## src/rtl/cpu_bus_pkg.sv

```systemverilog
// cpu_bus_pkg: shared constants and types for the CPU common bus.
// Source codes match the selector encoding of the original hardwired bus mux.
package cpu_bus_pkg;

   localparam int DEF_WIDTH = 16;

   localparam int SRC_AR  = 1;
   localparam int SRC_PC  = 2;
   localparam int SRC_DR  = 3;
   localparam int SRC_AC  = 4;
   localparam int SRC_IR  = 5;
   localparam int SRC_TR  = 6;
   localparam int SRC_MEM = 7;

   typedef enum logic {
      IDLE  = 1'b0,
      OWNED = 1'b1
   } bus_state_e;

endpackage

```

## src/rtl/bus_arb_pick.sv

```systemverilog
// bus_arb_pick: combinational winner selection, scanning upward from rr_ptr with wrap.
// A zero rr_ptr gives plain lowest-index priority.
module bus_arb_pick
   import cpu_bus_pkg::*;
#(
   parameter int N_SRC = 8,
   parameter int IDW   = $clog2(N_SRC)
) (
   input  logic [N_SRC-1:0] req,
   input  logic [N_SRC-1:0] excl,
   input  logic [IDW-1:0]   rr_ptr,
   output logic [N_SRC-1:0] win_onehot,
   output logic [IDW-1:0]   win_idx,
   output logic             win_any
);

   logic [N_SRC-1:0] elig_s;

   assign elig_s = req & ~excl;

   // First eligible requester at or after rr_ptr wins.
   always_comb begin
      logic [IDW-1:0] cand_s;
      win_onehot = '0;
      win_idx    = '0;
      win_any    = 1'b0;
      cand_s     = '0;
      for (int k = 0; k < N_SRC; k++) begin
         cand_s = IDW'((int'(rr_ptr) + k) % N_SRC);
         if (!win_any && elig_s[cand_s]) begin
            win_any            = 1'b1;
            win_idx            = cand_s;
            win_onehot[cand_s] = 1'b1;
         end else begin
            win_any = win_any;
         end
      end
   end

endmodule

```

## src/rtl/common_bus_arb.sv

```systemverilog
// common_bus_arb: registered common-bus multiplexer with request/grant arbitration and bounded lock.
// Define COMMON_BUS_RR_EN for round-robin arbitration; otherwise fixed lowest-index priority.
module common_bus_arb
   import cpu_bus_pkg::*;
#(
   parameter int WIDTH    = DEF_WIDTH,
   parameter int N_SRC    = 8,
   parameter int MAX_HOLD = 4
) (
   input  logic                       clk,
   input  logic                       rst_n,
   input  logic [N_SRC-1:0]           req,
   input  logic [N_SRC-1:0]           lock,
   input  logic [N_SRC*WIDTH-1:0]     src_data,
   output logic [WIDTH-1:0]           bus,
   output logic                       bus_valid,
   output logic [N_SRC-1:0]           grant,
   output logic [$clog2(N_SRC)-1:0]   grant_id,
   output logic                       hold_timeout
);

   localparam int IDW = $clog2(N_SRC);
   localparam int HCW = $clog2(MAX_HOLD + 1);

   bus_state_e       state_r;
   logic [N_SRC-1:0] grant_r;
   logic [IDW-1:0]   owner_r;
   logic [WIDTH-1:0] bus_r;
   logic             bus_valid_r;
   logic             hold_timeout_r;
   logic [HCW-1:0]   hold_cnt_r;

   logic             retain_req_s;
   logic             others_s;
   logic             fire_s;
   logic             retain_s;
   logic [N_SRC-1:0] excl_s;
   logic [IDW-1:0]   rr_ptr_s;
   logic [N_SRC-1:0] win_onehot_s;
   logic [IDW-1:0]   win_idx_s;
   logic             win_any_s;
   logic [IDW-1:0]   sel_idx_s;
   logic [WIDTH-1:0] src_arr_s [N_SRC];

   for (genvar i = 0; i < N_SRC; i++) begin : g_unpack
      assign src_arr_s[i] = src_data[i*WIDTH +: WIDTH];
   end

   // Owner wants to keep the bus; lock is meaningless without req.
   always_comb begin
      if (state_r == OWNED) begin
         retain_req_s = req[owner_r] & lock[owner_r];
      end else begin
         retain_req_s = 1'b0;
      end
   end

   // Hold limit only breaks a lock when somebody else is actually waiting.
   assign others_s  = |(req & ~grant_r);
   assign fire_s    = retain_req_s && (hold_cnt_r == HCW'(MAX_HOLD)) && others_s;
   assign retain_s  = retain_req_s && !fire_s;
   assign excl_s    = fire_s ? grant_r : '0;
   assign sel_idx_s = retain_s ? owner_r : win_idx_s;

   bus_arb_pick #(
      .N_SRC (N_SRC),
      .IDW   (IDW)
   ) u_pick (
      .req        (req),
      .excl       (excl_s),
      .rr_ptr     (rr_ptr_s),
      .win_onehot (win_onehot_s),
      .win_idx    (win_idx_s),
      .win_any    (win_any_s)
   );

`ifdef COMMON_BUS_RR_EN
   logic [IDW-1:0] rr_ptr_r;

   // Round-robin pointer moves just past every newly granted owner.
   always_ff @(posedge clk or negedge rst_n) begin
      if (!rst_n) begin
         rr_ptr_r <= '0;
      end else if (!retain_s && win_any_s) begin
         rr_ptr_r <= (win_idx_s == IDW'(N_SRC - 1)) ? '0 : win_idx_s + IDW'(1);
      end else begin
         rr_ptr_r <= rr_ptr_r;
      end
   end

   assign rr_ptr_s = rr_ptr_r;
`else
   assign rr_ptr_s = '0;
`endif

   // Ownership FSM with registered bus and status outputs.
   always_ff @(posedge clk or negedge rst_n) begin
      if (!rst_n) begin
         state_r        <= IDLE;
         grant_r        <= '0;
         owner_r        <= '0;
         bus_r          <= '0;
         bus_valid_r    <= 1'b0;
         hold_timeout_r <= 1'b0;
         hold_cnt_r     <= '0;
      end else begin
         hold_timeout_r <= fire_s;
         case (state_r)
            IDLE: begin
               if (win_any_s) begin
                  state_r     <= OWNED;
                  grant_r     <= win_onehot_s;
                  owner_r     <= win_idx_s;
                  bus_r       <= src_arr_s[sel_idx_s];
                  bus_valid_r <= 1'b1;
                  hold_cnt_r  <= '0;
               end else begin
                  state_r     <= IDLE;
                  grant_r     <= '0;
                  bus_valid_r <= 1'b0;
                  hold_cnt_r  <= '0;
               end
            end
            OWNED: begin
               if (retain_s) begin
                  bus_r <= src_arr_s[sel_idx_s];
                  if (hold_cnt_r != HCW'(MAX_HOLD)) begin
                     hold_cnt_r <= hold_cnt_r + HCW'(1);
                  end else begin
                     hold_cnt_r <= hold_cnt_r;
                  end
               end else if (win_any_s) begin
                  // Hand over on the same edge, no idle bubble.
                  state_r     <= OWNED;
                  grant_r     <= win_onehot_s;
                  owner_r     <= win_idx_s;
                  bus_r       <= src_arr_s[sel_idx_s];
                  bus_valid_r <= 1'b1;
                  hold_cnt_r  <= '0;
               end else begin
                  state_r     <= IDLE;
                  grant_r     <= '0;
                  bus_valid_r <= 1'b0;
                  hold_cnt_r  <= '0;
               end
            end
            default: begin
               state_r     <= IDLE;
               grant_r     <= '0;
               bus_valid_r <= 1'b0;
               hold_cnt_r  <= '0;
            end
         endcase
      end
   end

   assign bus          = bus_r;
   assign bus_valid    = bus_valid_r;
   assign grant        = grant_r;
   assign grant_id     = owner_r;
   assign hold_timeout = hold_timeout_r;

endmodule

```

## config.mk

```make
export PLATFORM = sky130hd
export DESIGN_NAME = common_bus_arb
export DESIGN_NICKNAME = d
export VERILOG_FILES = /design/src/rtl/cpu_bus_pkg.sv /design/src/rtl/bus_arb_pick.sv /design/src/rtl/common_bus_arb.sv
export SDC_FILE = /design/constraint.sdc
export NUM_CORES = 1
export LEC_CHECK = 0
export BUFFER_PORTS_ARGS = -buffer_cell sky130_fd_sc_hd__buf_2
export CAP_MARGIN = 30
export CORE_MARGIN = 1
export CORE_UTILIZATION = 30
export CTS_CLUSTER_DIAMETER = 150
export DETAILED_ROUTE_END_ITERATION = 8
export SLEW_MARGIN = 20
export SYNTH_ARGS = -nofsm -noshare
export SYNTH_HDL_FRONTEND = slang
export SYNTH_SLANG_ARGS = --single-unit
```

## constraint.sdc

```tcl
create_clock -name clk -period 3.54 [get_ports clk]
set_clock_uncertainty 0.05 [all_clocks]
set_input_delay 0.708 -clock clk [delete_from_list [all_inputs] [get_ports clk]]
set_output_delay 0.708 -clock clk [all_outputs]
set_load 0.02 [all_outputs]
```

==> impl_results.md <==
* Crit path DAT at 3590 ps
* Placed Area at 4760 µm²
* Max_slew headroom at 0.468
* DRT iter0 DRCs at 206
* Layout fillers at 1037
* I/O Pins at 175
* Static Leak at 2.29 nW
* Clk_lat worst skew at 280 ps
* Routed len/inst at 17.6 µm
* Syn Nets at 530
* Slew @ Worst Pin at 797 ps
* Post-synth EDFFs at 0
* Routability cong. at 0.891
* P_sw at 1.45 mW
* CTS root buf: clkbuf_8
* Unique cell type count in the Yosys netlist at 54
* Crit path from: req[6]
* FF-to-FF Start: grant_id[0]$_DFFE_PN0P_
* Run status: complete, no violations
* Layout cells sized above 1 at 0.507
* Sw Ratio at 0.475
* Die height at 107 µm
* Antenna violations before repair at 0
* Nets@finish at 736
* Power Dens Cells at 618 nW/µm²
* WL final at 12700 µm
* TritonCTS buffer count at 5
* CTS tree: built
* WHS at 440 ps
* Vias/cell at 5.44
* # port buffers at 174
* CP Capture Type: flip-flop
* CTS sink cnt at 33
* Crit path max-delay family: compound AO/OA/AOI/OAI gates
* Power Internal at 1.61 mW
* Clock Power Share at 0.094
* Max-Cap Viols at 0
* Slowest CP cell: mux4_2
* CP required at 3670 ps
* All-layer global routing usage at 0.218
* Worst Path Max Fanout at 19
* Launching element type of the critical path: input port
* Synthesis warning total at 0
* Crit path cell chain: buf_2, nand2_1, mux4_2, o22a_4, o31a_1, buf_4, o211ai_2, o211ai_4, buf_12, a21boi_0, o22ai_2, buf_4, o41ai_2
* Antenna cells at 0
* Tot Pwr at 3.06 mW
* Die width at 107 µm
* Most Frequent Cell on Critical Path: buf_4
* Clock transition at path regs at 70 ps
* Final instance area at 4950 µm²
* # DRC at 0
* Bufs and invs on worst path at 4
* Max clock buf depth at 2
* First drt pass iteration count at 4
* Vias in the first global route at 3885
* Period utilization at 0.977
* Initial Util at 0.314
* Die ar. at 11400 µm²
* Core outline area at 10500 µm²
* Sequential power share at 0.209
* H-tree lvl count at 2
* Area Growth Syn to Fin at 49.7%
* VDD IR-drop max at 0.292 mV
* Syn Area/Cell at 8.65 µm²
* Part of the power in combinational logic at 0.697
* Ys flop type: dfrtp_1
* Setup-failing EPs final at 0
* Netlist Area Pre-Place at 3300 µm²
* Rows at 37
* Final slew viol count at 0
* Vias at 3940
* First-pass GRT wire length at 19400 µm
* FFs w/ async S/R, synth at 1.00
* Fin util at 0.471
* Most common cell after layout, fill and taps aside: buf_2
* Peak Freq at 289 MHz
* HPWL Detailed at 10200 µm
* Antenna-violating nets left at 0
* Crit path kind: in -> reg
* Register area share after synthesis at 0.250
* Most frequent cells in the layout: buf_2 (174), nand2_1 (52), buf_4 (50)
* Hold Crit Class: reg -> reg
* Hold Path Origin: bus[13]$_DFF_PN0_
* Fin crit period at 3460 ps
* Final Hold Viols at 0
* Synth Register Bits at 33
* Cells after synthesis at 382
* Largest stage delay, worst path at 490 ps
* Total congestion overflow at 0
* Largest net degree at the start of global routing at 97
cells by family (layout without fill, tap and decap cells):
family                     count (synthesis)  after routing  share of synthesized area
AOI/OAI and AO/OA                        176            176                      0.476
and+or+nand+nor                          118            118                      0.178
buffers and inverters                     48            254                     0.0667
DFF                                       33             33                      0.250
muxes                                      4              4                     0.0197
adders and majority gates                  2              2                    0.00757
xor gates and xnor gates                   1              1                    0.00265
worst paths after layout:
check	endpoint	slack (ps)	depth (start not counted)
min in group asynchronous	bus[9]$_DFF_PN0_	460	1
max reg2reg	bus[7]$_DFF_PN0_	180	11
min reg2reg	bus[13]$_DFF_PN0_	440	2
max in group asynchronous	grant_id[0]$_DFFE_PN0P_	2420	1
min	bus[13]$_DFF_PN0_	440	2
max	bus[7]$_DFF_PN0_	80	13
per-layer routing:
layer | GRT usage | share of wire
met1 | 0.264 | 0.40
met2 | 0.395 | 0.52
met4 | 0.0421 | 0.0098
met3 | 0.0456 | 0.069
met5 | 0 | 0
what timing repair did:
item	4_1_cts	5_1_grt
hold buffers	0	0
resized for setup	3	11
gates cloned	0	1
buffers inserted	0	1
pin swaps	0	1
endpoints found under the setup margin	5	11
state kept, by name, indices dropped and copies added, names as in the netlist:
name / cells
bus: 16
grant: 8
grant_id: 3
hold_cnt_r: 3
bus_valid: 1
hold_timeout: 1
state_r: 1
synth_stat cells, drive strengths merged (2+ instances only):
cell type	number	area share
a311o	16	0.048
o31a	4	0.011
buf	17	0.030
dfrtp	33	0.25
o21ai	12	0.018
inv	11	0.013
mux2i	2	0.0061
a21oi	4	0.0061
o22ai	19	0.036
nand2	55	0.065
a22o	2	0.0053
o32ai	2	0.011
nor2	12	0.014
o41ai	16	0.074
o211ai	20	0.053
and3	32	0.061
a31oi	3	0.0076
mux4	2	0.014
clkbuf	20	0.024
a21boi	32	0.073
o2111ai	2	0.0053
o31ai	7	0.025
and2	2	0.0038
a211oi	33	0.092
nand3	5	0.0091
nand2b	7	0.013
ha	2	0.0076
final cells by class:
type | instances | area (µm²) | area share
flip-flops and latches | 33 | 827 | 0.167
repair buffers | 236 | 1490 | 0.302
inverters | 11 | 41.3 | 0.00835
well taps | 136 | 170 | 0.0344
multi-input cells | 301 | 2330 | 0.471
clock buffers | 7 | 86.3 | 0.0175
worst min-delay path, cell delays in order (launching register included):
cell     delay (ps)
dfrtp_1         350
nand2_1          60
o41ai_2          40
power groups by stage:
stage	sequential, mW	clock [mW]	combinational, mW
2_1_floorplan	0.751	0	1.13
3_3_place_gp	0.641	0	2.03
3_5_place_dp	0.642	0	2.06
4_1_cts	0.640	0.293	2.07
5_1_grt	0.654	0.310	2.29
6_report	0.639	0.286	2.13
per-stage QoR:
step	setup TNS [ps]	worst slack, ps	instances
floorplan	0	155	382
global placement	-3190	-297	715
global route	-2.49	-2.49	724
finish	0	80.8	724
detailed placement	-4260	-381	715
CTS	0	14.4	722
Power figures use the tool's default switching activity.
